**src/rtl/muldiv_seq.sv**
```systemverilog
// muldiv_seq: iterative radix-2 multiply/divide owning the HI/LO pair.
// Signed mult/div and the FIX state are built only with MULDIV_SIGNED_EN.
module muldiv_seq #(
  parameter int WIDTH = 32,
  parameter int CNT_W = $clog2(WIDTH) + 1
) (
  input  logic             clk,
  input  logic             reset_n,
  input  logic             start,
  input  logic [1:0]       op,
  input  logic [WIDTH-1:0] a,
  input  logic [WIDTH-1:0] b,
  input  logic             wr_hi,
  input  logic             wr_lo,
  input  logic [WIDTH-1:0] wdata,
  output logic             ready,
  output logic             busy,
  output logic             done,
  output logic             div_by_zero,
  output logic [WIDTH-1:0] hi,
  output logic [WIDTH-1:0] lo
);

  typedef enum logic [1:0] {IDLE, CALC, FIX, DONE} state_t;

  state_t state, state_nx;

  logic [CNT_W-1:0]   cnt;
  logic [2*WIDTH-1:0] acc, acc_nx;
  logic [WIDTH-1:0]   opnd, a_orig;
  logic               is_div, dbz;
  logic               last, fix_req;
  logic [WIDTH:0]     sum, trial_rem;
  logic [WIDTH-1:0]   diff;
  logic               ge;
  logic [WIDTH-1:0]   res_hi, res_lo;
  logic [WIDTH-1:0]   a_mag, b_mag;

`ifdef MULDIV_SIGNED_EN
  logic sgn_op, bz_div, neg_lo, neg_hi;

  assign sgn_op  = op[1];
  assign bz_div  = op[0] && (b == '0);
  assign a_mag   = (sgn_op && a[WIDTH-1]) ? -a : a;
  assign b_mag   = (sgn_op && b[WIDTH-1]) ? -b : b;
  assign fix_req = neg_lo | neg_hi;

  // Result signs; divide-by-zero keeps the raw dividend, so no fix there
  always_ff @(posedge clk or negedge reset_n) begin
    if (!reset_n) begin
      neg_lo <= 1'b0;
      neg_hi <= 1'b0;
    end else if (state == IDLE && start) begin
      neg_lo <= sgn_op && !bz_div && (a[WIDTH-1] ^ b[WIDTH-1]);
      neg_hi <= sgn_op && !bz_div &&
                (op[0] ? a[WIDTH-1] : (a[WIDTH-1] ^ b[WIDTH-1]));
    end
  end
`else
  logic unused_op;

  assign unused_op = op[1];
  assign a_mag     = a;
  assign b_mag     = b;
  assign fix_req   = 1'b0;
`endif

  assign last        = (cnt == CNT_W'(WIDTH));
  assign ready       = (state == IDLE);
  assign busy        = (state != IDLE);
  assign done        = (state == DONE);
  assign div_by_zero = done && dbz;

  // One radix-2 step: shift-add multiply or restoring divide
  always_comb begin
    sum = {1'b0, acc[2*WIDTH-1:WIDTH]}
        + (acc[0] ? {1'b0, opnd} : {(WIDTH+1){1'b0}});
    trial_rem = acc[2*WIDTH-1:WIDTH-1];
    ge        = (trial_rem >= {1'b0, opnd});
    diff      = trial_rem[WIDTH-1:0] - opnd;
    if (is_div) begin
      acc_nx = ge ? {diff, acc[WIDTH-2:0], 1'b1}
                  : {trial_rem[WIDTH-1:0], acc[WIDTH-2:0], 1'b0};
    end else begin
      acc_nx = {sum, acc[WIDTH-1:1]};
    end
  end

  always_comb begin
    res_hi = acc[2*WIDTH-1:WIDTH];
    res_lo = acc[WIDTH-1:0];
    if (dbz) begin
      res_hi = a_orig;
      res_lo = '1;
    end
`ifdef MULDIV_SIGNED_EN
    if (state == FIX) begin
      if (!is_div) begin
        {res_hi, res_lo} = -acc;
      end else begin
        if (neg_hi) res_hi = -acc[2*WIDTH-1:WIDTH];
        if (neg_lo) res_lo = -acc[WIDTH-1:0];
      end
    end
`endif
  end

  always_comb begin
    state_nx = state;
    unique case (state)
      IDLE:    if (start) state_nx = CALC;
      CALC:    if (last) state_nx = fix_req ? FIX : DONE;
      FIX:     state_nx = DONE;
      DONE:    state_nx = IDLE;
      default: state_nx = IDLE;
    endcase
  end

  always_ff @(posedge clk or negedge reset_n) begin
    if (!reset_n) begin
      state  <= IDLE;
      cnt    <= '0;
      acc    <= '0;
      opnd   <= '0;
      a_orig <= '0;
      is_div <= 1'b0;
      dbz    <= 1'b0;
      hi     <= '0;
      lo     <= '0;
    end else begin
      state <= state_nx;
      unique case (state)
        IDLE: begin
          if (wr_hi) hi <= wdata;
          if (wr_lo) lo <= wdata;
          if (start) begin
            acc    <= {{WIDTH{1'b0}}, (op[0] ? a_mag : b_mag)};
            opnd   <= op[0] ? b_mag : a_mag;
            a_orig <= a;
            is_div <= op[0];
            dbz    <= op[0] && (b == '0);
            cnt    <= '0;
          end
        end
        CALC: begin
          if (!last) begin
            acc <= acc_nx;
            cnt <= cnt + 1'b1;
          end else if (!fix_req) begin
            hi <= res_hi;
            lo <= res_lo;
          end
        end
        FIX: begin
          hi <= res_hi;
          lo <= res_lo;
        end
        default: ;
      endcase
    end
  end

endmodule

```
**config.mk**
```make
export PLATFORM = sky130hd
export DESIGN_NAME = muldiv_seq
export DESIGN_NICKNAME = d
export VERILOG_FILES = /design/src/rtl/muldiv_seq.sv
export SDC_FILE = /design/constraint.sdc
export NUM_CORES = 1
export LEC_CHECK = 0
export ABC_AREA = 1
export CELL_PAD_IN_SITES_DETAIL_PLACEMENT = 2
export CELL_PAD_IN_SITES_GLOBAL_PLACEMENT = 2
export CORE_MARGIN = 5
export CORE_UTILIZATION = 32
export DETAILED_ROUTE_END_ITERATION = 8
export PLACE_DENSITY = 0.89
export SYNTH_ARGS = -nofsm -noshare
export SYNTH_HDL_FRONTEND = slang
export SYNTH_SLANG_ARGS = --single-unit
```
**constraint.sdc**
```tcl
create_clock -name clk -period 3.05 [get_ports clk]
set_clock_uncertainty 0.1 [all_clocks]
set_input_delay 0.305 -clock clk [delete_from_list [all_inputs] [get_ports clk]]
set_output_delay 0.305 -clock clk [all_outputs]
set_load 0.03 [all_outputs]
```
; ---- Word-level counts from Yosys, hierarchy flattened
; Index checks and enable logic that the tools add are counted.
[word_totals]
reg_bits = 202
input_bits = 103
wordCells = 56
output_inout_bits = 68
[op_classes]
eq_ne = 9
n_mux = 22
n_lt_le_gt_ge = 1
reduce_logical = 12
n_addsub = 3
[op_table]
columns = cell, count
row1 = 32-bit 2-to-1 mux, 9
row2 = 64-bit 2-to-1 mux, 4
row3 = 32-bit one-hot mux with 3 select lines, 2
row4 = 64-bit one-hot mux with 2 select lines, 1
row5 = 32-bit by 32-bit adder with 33-bit output, 1
row6 = 33-bit by 32-bit greater-or-equal comparator with 1-bit output, 1
row7 = 32-bit zero test, 1
row8 = 32-bit subtractor, 1
row9 = 6-bit 2-to-1 mux, 2
row10 = 6-bit one-hot mux with 2 select lines, 1
row11 = "2-bit != test, second input constant", 5
row12 = 3-bit AND reduction, 3
row13 = 2-bit one-hot mux with 4 select lines, 1
row14 = "6-bit by 1-bit adder with 6-bit output, second input constant", 1
row15 = "6-bit equality test, second input constant", 1
row16 = "2-bit equality test, second input constant", 2
row17 = 2-bit 2-to-1 mux, 2
row18 = 2-bit AND reduction, 2
row19 = 2-bit nonzero test, 2
row20 = 3-bit nonzero test, 1
row21 = "2-bit by 1-bit equality test with 1-bit output, second input constant", 1
row22 = 1-bit logical AND, 2
row23 = 2-bit zero test, 1

; ---- Depth between registers and ports, before layout
; Gate-level depths: netlist (run 1).
[logic_depth]
depth_word = 5
mapped_depth = 21
depth_no_buf = 19

; ---- Worst setup path before layout (run 1)
; OpenSTA, ideal clock, no wires.
[synth_path]
path_kind = reg-to-reg
startpoint = reg acc[0]
endpoint = reg acc[59]
stages_incl_launch_ff = 22
setup_slack_ns = 0.312
path_buffers = 2
setup_ns = 0.116
arrival_time_ns = 2.522
synth_period_minus_slack_ns = 2.738
required_time_ns = 2.834
cell_sequence = dfrtp_1 -> clkbuf_1 -> clkbuf_1 -> nand2_1 -> inv_1 -> ha_1 -> inv_1 -> fa_1 -> inv_1 -> nand3_1 -> nand3_1 -> nand2_1 -> nand2_1 -> nand2_1 -> nand2_1 -> nand2_1 -> nand3_1 -> nand2_1 -> nor2_1 -> nor2_1 -> nand2_1 -> nand2_1
[synth_via]
elab_chain_cells = 5
[synth_lines]
columns = element, line
row1 = "start, declared", 29  ; logic [2*WIDTH-1:0] acc, acc_nx;
row2 = "start signal, assigned", 137  ; acc <= {{WIDTH{1'b0}}, (op[0] ? a_mag : b_mag)};
row3 = "start signal, assigned", 147  ; acc <= acc_nx;
row4 = 32-bit 2-to-1 mux, 77  ; + (acc[0] ? {1'b0, opnd} : {(WIDTH+1){1'b0}});
row5 = 32-bit by 32-bit adder with 33-bit output, 77
row6 = 64-bit 2-to-1 mux, 81  ; if (is_div) begin
row7 = 64-bit 2-to-1 mux, 146  ; if (!last) begin
row8 = 64-bit one-hot mux with 2 select lines, 132  ; unique case (state)
; No other way between the ends. The select of a mux whose other input is x is not followed.
; A chain may end at the register's enable or synchronous reset.

; ---- Worst setup path after layout (run 1)
[layout_path]
startpoint = reg acc[0]
endpoint = reg acc[60]
; The elaborated chain is that of the path after synthesis.

==> results of run 1 <==
-- state kept, by name, indices dropped and copies added, names as in the netlist --
| signal | flops |
|---|---|
| hi | 32 |
| state | 2 |
| lo | 32 |
| acc | 64 |
| dbz | 1 |
| is_div | 1 |
| a_orig | 32 |
| cnt | 6 |
| opnd | 32 |
-- logic make-up (layout without fill, tap and decap cells) --
| kind of cell | after synthesis | count (layout) | share of synthesized area |
|---|---|---|---|
| buffers and inverters | 515 | 714 | 0.127 |
| DFF | 202 | 202 | 0.326 |
| and+or+nand+nor | 892 | 893 | 0.244 |
| other | 0 | 3 | 0 |
| adders and majority gates | 72 | 72 | 0.0591 |
| AOI/OAI and AO/OA | 603 | 603 | 0.233 |
| xor gates and xnor gates | 20 | 20 | 0.0113 |
-- Yosys cell counts, drive strengths merged --
| library cell | count | area [µm²] |
|---|---|---|
| inv | 413 | 1550 |
| buf | 26 | 133 |
| clkbuf | 74 | 278 |
| xnor2 | 11 | 96.3 |
| or2 | 3 | 18.8 |
| nand3b | 7 | 52.6 |
| xor2 | 9 | 78.8 |
| nand2 | 519 | 1980 |
| a21oi | 145 | 741 |
| and2 | 5 | 31.3 |
| ha | 70 | 876 |
| o211ai | 82 | 616 |
| o21ai | 199 | 996 |
| a32o | 1 | 10.0 |
| clkinv | 2 | 7.51 |
| a21o | 4 | 30.0 |
| o21a | 65 | 488 |
| fa | 2 | 40.0 |
| o21bai | 42 | 315 |
| o22ai | 32 | 200 |
| nand3 | 115 | 581 |
| a31oi | 33 | 206 |
| nor3 | 22 | 120 |
| nor4 | 10 | 62.6 |
| nor3b | 1 | 7.51 |
| nor2 | 176 | 706 |
| nand4 | 34 | 213 |
| dfrtp | 202 | 5050 |
-- worst paths after layout --
path | from | endpoint | depth (start not counted)
worst min-delay path | reset_n | acc[5] | 2
worst min register to register | hi[2] | hi[2] | 1
worst max-delay path | acc[0] | acc[60] | 16
worst max register to register | acc[0] | acc[60] | 16
min in group clk | a[28] | a_orig[28] | 4
max in group asynchronous | reset_n | dbz | 3
-- report_power, final --
part	switching [µW]	total (µW)	internal [µW]
combinational	14200	20900	6650
sequential	1190	5290	4100
clock	1380	3350	1970
-- cells in the final DEF (no fill, tap or decap), types with 25 or more instances in the layout --
cell             Yosys  layout
buf_4                1      75
nand3_1            114     113
clkbuf_16            0      25
o22ai_1             32      32
nand4_1             34      34
ha_1                70      62
o21ai_0            195     192
a21oi_1            143     135
inv_1              409     409
nor2_1             164     157
dfrtp_1            202     200
o21a_1              65      65
clkdlybuf4s50_1      0     167
a31oi_1             33      33
nand2_1            510     506
o211ai_1            82      82
o21bai_1            42      42
-- layout make-up --
type                            count  share of cell area
Tap cell                          615              0.0398
Inverter                          415              0.0808
Multi-Input combinational cell   1588               0.445
Antenna cell                        3            0.000389
Clock inverter                      8             0.00855
Clock buffer                       34              0.0352
Sequential cell                   202               0.262
Timing Repair Buffer              257               0.129
-- timing repair --
| action | 4_1_cts | 5_1_grt |
|---|---|---|
| endpoints found under the setup margin | 16 | 63 |
| hold buffers | 1 | 0 |
| pin swaps | 1 | 1 |
| resized for setup | 2 | 31 |
| cloned | 1 | 0 |
| endpoints found under the hold margin | 59 | 0 |
| setup buffers | 0 | 2 |
-- critical path, stage by stage, from the launching register on --
cell,delay (ps)
dfrtp_1,400
buf_12,170
nand2_1,90
inv_1,60
ha_1,350
nand2_1,200
inv_1,120
a21oi_2,250
nand3_2,200
nand2_1,190
nand2_1,110
nand2_1,210
nand2_1,100
nand2_1,80
nand3_1,110
nand3_1,140
nand2_1,50
-- through the flow --
| step | area (µm²) | hold slack [ps] |
|---|---|---|
| after floorplan | 15500 | -90.6 |
| after global placement | 18300 | 243 |
| after detailed placement | 18300 | 247 |
| after CTS | 19200 | 262 |
| after global routing | 19300 | 298 |
| final | 19300 | 235 |
-- metal layers --
metal  up-vias  GRT usage
met4         2      0.137
li1       7894          -
met2       884      0.571
met1      9392      0.385
met5         -          0
met3       303     0.0574
==> out/qor.yml, run 1 <==
finalSetupViolCount: 1
wl_met1_um: 35500
power.leakage_uw: 0.00952
setup_tns_ps: -0.133
num_rows: 80
nFillCells: 5563
grt_usage: 0.323
cts_tree: "done"
vdd_ir_drop_max_v: 0.00113
yosys_register_bits: 202
maxCapViolations: 0
vias: 18475
end_kind: "register"
fmax_mhz: 328
seq_area_mm2: 0.00506
arrival_ps: 3380
highest_layer: "met5"
die_area_mm2: 0.0529
io_buffers: 169
cts_sinks: 202
path_class: "reg2reg"
routedWlPerCell_um: 28.7
dieHeight_um: 230
grt_max_degree: 97
h-tree-depth: 1
met3_length_um: 5850
clk_pin_slew_worst_paths_ps: 70
insertion_delay_ps: 560
fin_nets: 2663
start_kind: "register"
rsz0062_at_grt: "true"
period_needed_ps: 3050
drv_slew: 0
syn_area_mm2: 0.0155
avgSynthCellArea_um2: 6.72
ys_warn_count: 0
grt_pass1_wl_um: 133000
pre_cts_slack_ps: 38.7
final_cell_count_no_fill: 3122
numCtsBuffers: 24
fin_crit_sh: 1.00
finish.utilization: 0.404
failed_checks: "setup timing"
synth.yosys.seq_area_share: 0.326
place_inst: 3073
drive_above_1_share: 0.0763
areaGrowthSynthToFinish_pct: 24.7
finalWeightedCongestion: 0.935
grt_pass1_vias: 20419
r2r_slack_ps: -0.1
netlist_instances: 2304
multi_input_area_mm2: 0.00859
worst_slack_ps: -0.133
antenna_left: 0
ys_types: 41
status: "finished with violations"
hold_class: "in2async"
routed_wl_um: 89700
relSlewSlack: 0.416
required_ps: 3380
place.detailed.hpwl_um: 58200
core-area_mm2: 0.0478
drtIter0Drc: 1569
finalHoldViolCount: 0
grt_overflow: 0
initial_core_util: 0.324
wl_met2_um: 43700
viasPerCell: 5.92
max_slew.worst_pin.slew_ps: 876
worstPathMaxFanout: 22
first_pass_iters: 5
dieWidth_um: 230
finalPower_uw: 29500
num_io_pins: 171
clock_path_buffers: 3
antenna_found_initial: 3
synth_nets: 2479
p_per_area_mw_per_mm2: 1530
cts_root_buf: "clkbuf_16"
drc: 0
Power figures use the tool's default switching activity.
==> run 2: changes to the inputs <==
- CAP_MARGIN: default -> 25
==> out/qor.yml, run 2 (same netlist as run 1, synthesis figures left out) <==
grt_pass1_vias: 20041
dieHeight_um: 230
areaGrowthSynthToFinish_pct: 24.1
hold_class: "in2async"
cts_tree: "done"
num_rows: 80
p_sw_frac: 0.563
antenna_left: 0
required_ps: 3380
finalWeightedCongestion: 0.935
worstPathMaxFanout: 22
drv_slew: 0
dieWidth_um: 230
fmax_mhz: 340
clk_pin_slew_worst_paths_ps: 70
grt_usage: 0.301
status: "finished, final reports clean"
vias: 17803
largest_register_ffs: 64
finish.utilization: 0.402
p_per_area_mw_per_mm2: 1480
routedWlPerCell_um: 26.5
maxCapViolations: 0
top_register: "acc"
die_area_mm2: 0.0529
p_int_uw: 12500
finalHoldViolCount: 0
fin_nets: 2662
arrival_ps: 3270
insertion_delay_ps: 560
start_kind: "register"
first_pass_iters: 5
path_class: "reg2reg"
period_needed_ps: 2940
relSlewSlack: 0.447
initial_core_util: 0.324
place.detailed.hpwl_um: 57900
finalPower_uw: 28500
cts_sinks: 202
p_seq_frac: 0.182
nFillCells: 5579
finalSetupViolCount: 0
drc: 0
io_buffers: 169
final_common_cell: "nand2_1"
h-tree-depth: 1
viasPerCell: 5.71
num_io_pins: 171
setup_tns_ps: 0
final_cell_mix: "507 x nand2_1, 409 x inv_1, 200 x dfrtp_1"
end_kind: "register"
power_frac_clock: 0.108
fin_crit_sh: 0.964
clock_path_buffers: 3
pwr-share-comb: 0.710
antenna_found_initial: 3
grt_max_degree: 97
power.leakage_uw: 0.00951
drtIter0Drc: 1277
p_switching_uw: 16000
numCtsBuffers: 23
core-area_mm2: 0.0478
vdd_ir_drop_max_v: 0.000577
cts_root_buf: "clkbuf_16"
grt_overflow: 0
max_slew.worst_pin.slew_ps: 829
drive_above_1_share: 0.0739
grt_pass1_wl_um: 126000
routed_wl_um: 82500
-- run 2: worst max-delay path, cell delays in order (launching register included) --
cell	delay, ps
dfrtp_1	400
buf_12	170
buf_6	170
nand2_1	80
inv_1	50
ha_1	370
nand2_1	120
nand2_1	70
inv_1	80
o21ai_0	140
a21oi_2	210
nor2_1	120
nor2_1	200
nand2_1	110
nand2_1	90
nand3_1	120
nand3_1	140
nand2_1	60
-- run 2: cell type report --
| type | instances | area, µm² | share of cell area |
|---|---|---|---|
| clock inverter | 13 | 151 | 0.00788 |
| clock buffer | 29 | 648 | 0.0337 |
| sequential | 202 | 5060 | 0.263 |
| antenna | 1 | 2.50 | 0.000130 |
| timing repair buffer | 257 | 2490 | 0.129 |
| tap | 615 | 769 | 0.0400 |
| inverter | 415 | 1560 | 0.0811 |
| multi-input combinational | 1588 | 8540 | 0.445 |
-- run 2: metrics by stage --
step / hold WS (ps) / cell area [µm²] / setup slack, ps / std cells
floorplan: -90.6 / 15500 / 312 / 2304
global placement: 243 / 18300 / 186 / 3073
detailed placement: 252 / 18300 / 75.6 / 3074
CTS: 264 / 19100 / 42.7 / 3117
global route: 302 / 19200 / -10.5 / 3120
finish: 220 / 19200 / 110 / 3120
-- run 2: power by group through the flow --
| stage | registers, µW | logic, µW | clock network (µW) |
|---|---|---|---|
| after floorplan | 5670 | 11000 | 0 |
| after global placement | 4920 | 17700 | 0 |
| after detailed placement | 5090 | 19000 | 0 |
| after CTS | 5160 | 19900 | 3100 |
| after global routing | 5310 | 21700 | 3190 |
| final | 5190 | 20200 | 3080 |
-- run 2: layer usage --
metal | part of all wire | GRT usage
met1 | 0.42 | 0.375
met2 | 0.50 | 0.536
met3 | 0.051 | 0.0438
met4 | 0.035 | 0.0979
met5 | 0.00033 | 0
-- run 2: path summary, 6_finish.rpt --
path | from | to | slack, ps | cells past startpoint
worst max-delay path | acc[0] | acc[60] | 110 | 17
worst min-delay path | reset_n | acc[5] | 220 | 2
worst max register to register | acc[0] | acc[60] | 110 | 17
worst min register to register | lo[18] | lo[18] | 390 | 1
max in group asynchronous | reset_n | dbz | 1670 | 3
min in group clk | wdata[24] | hi[24] | 370 | 4
-- run 2: what timing repair did --
| action | CTS | global route |
|---|---|---|
| endpoints found under the hold margin | 59 | 0 |
| hold buffers | 1 | 0 |
| setup endpoints to repair | 0 | 44 |
| setup buffers | 0 | 1 |
| resized for setup | 0 | 17 |
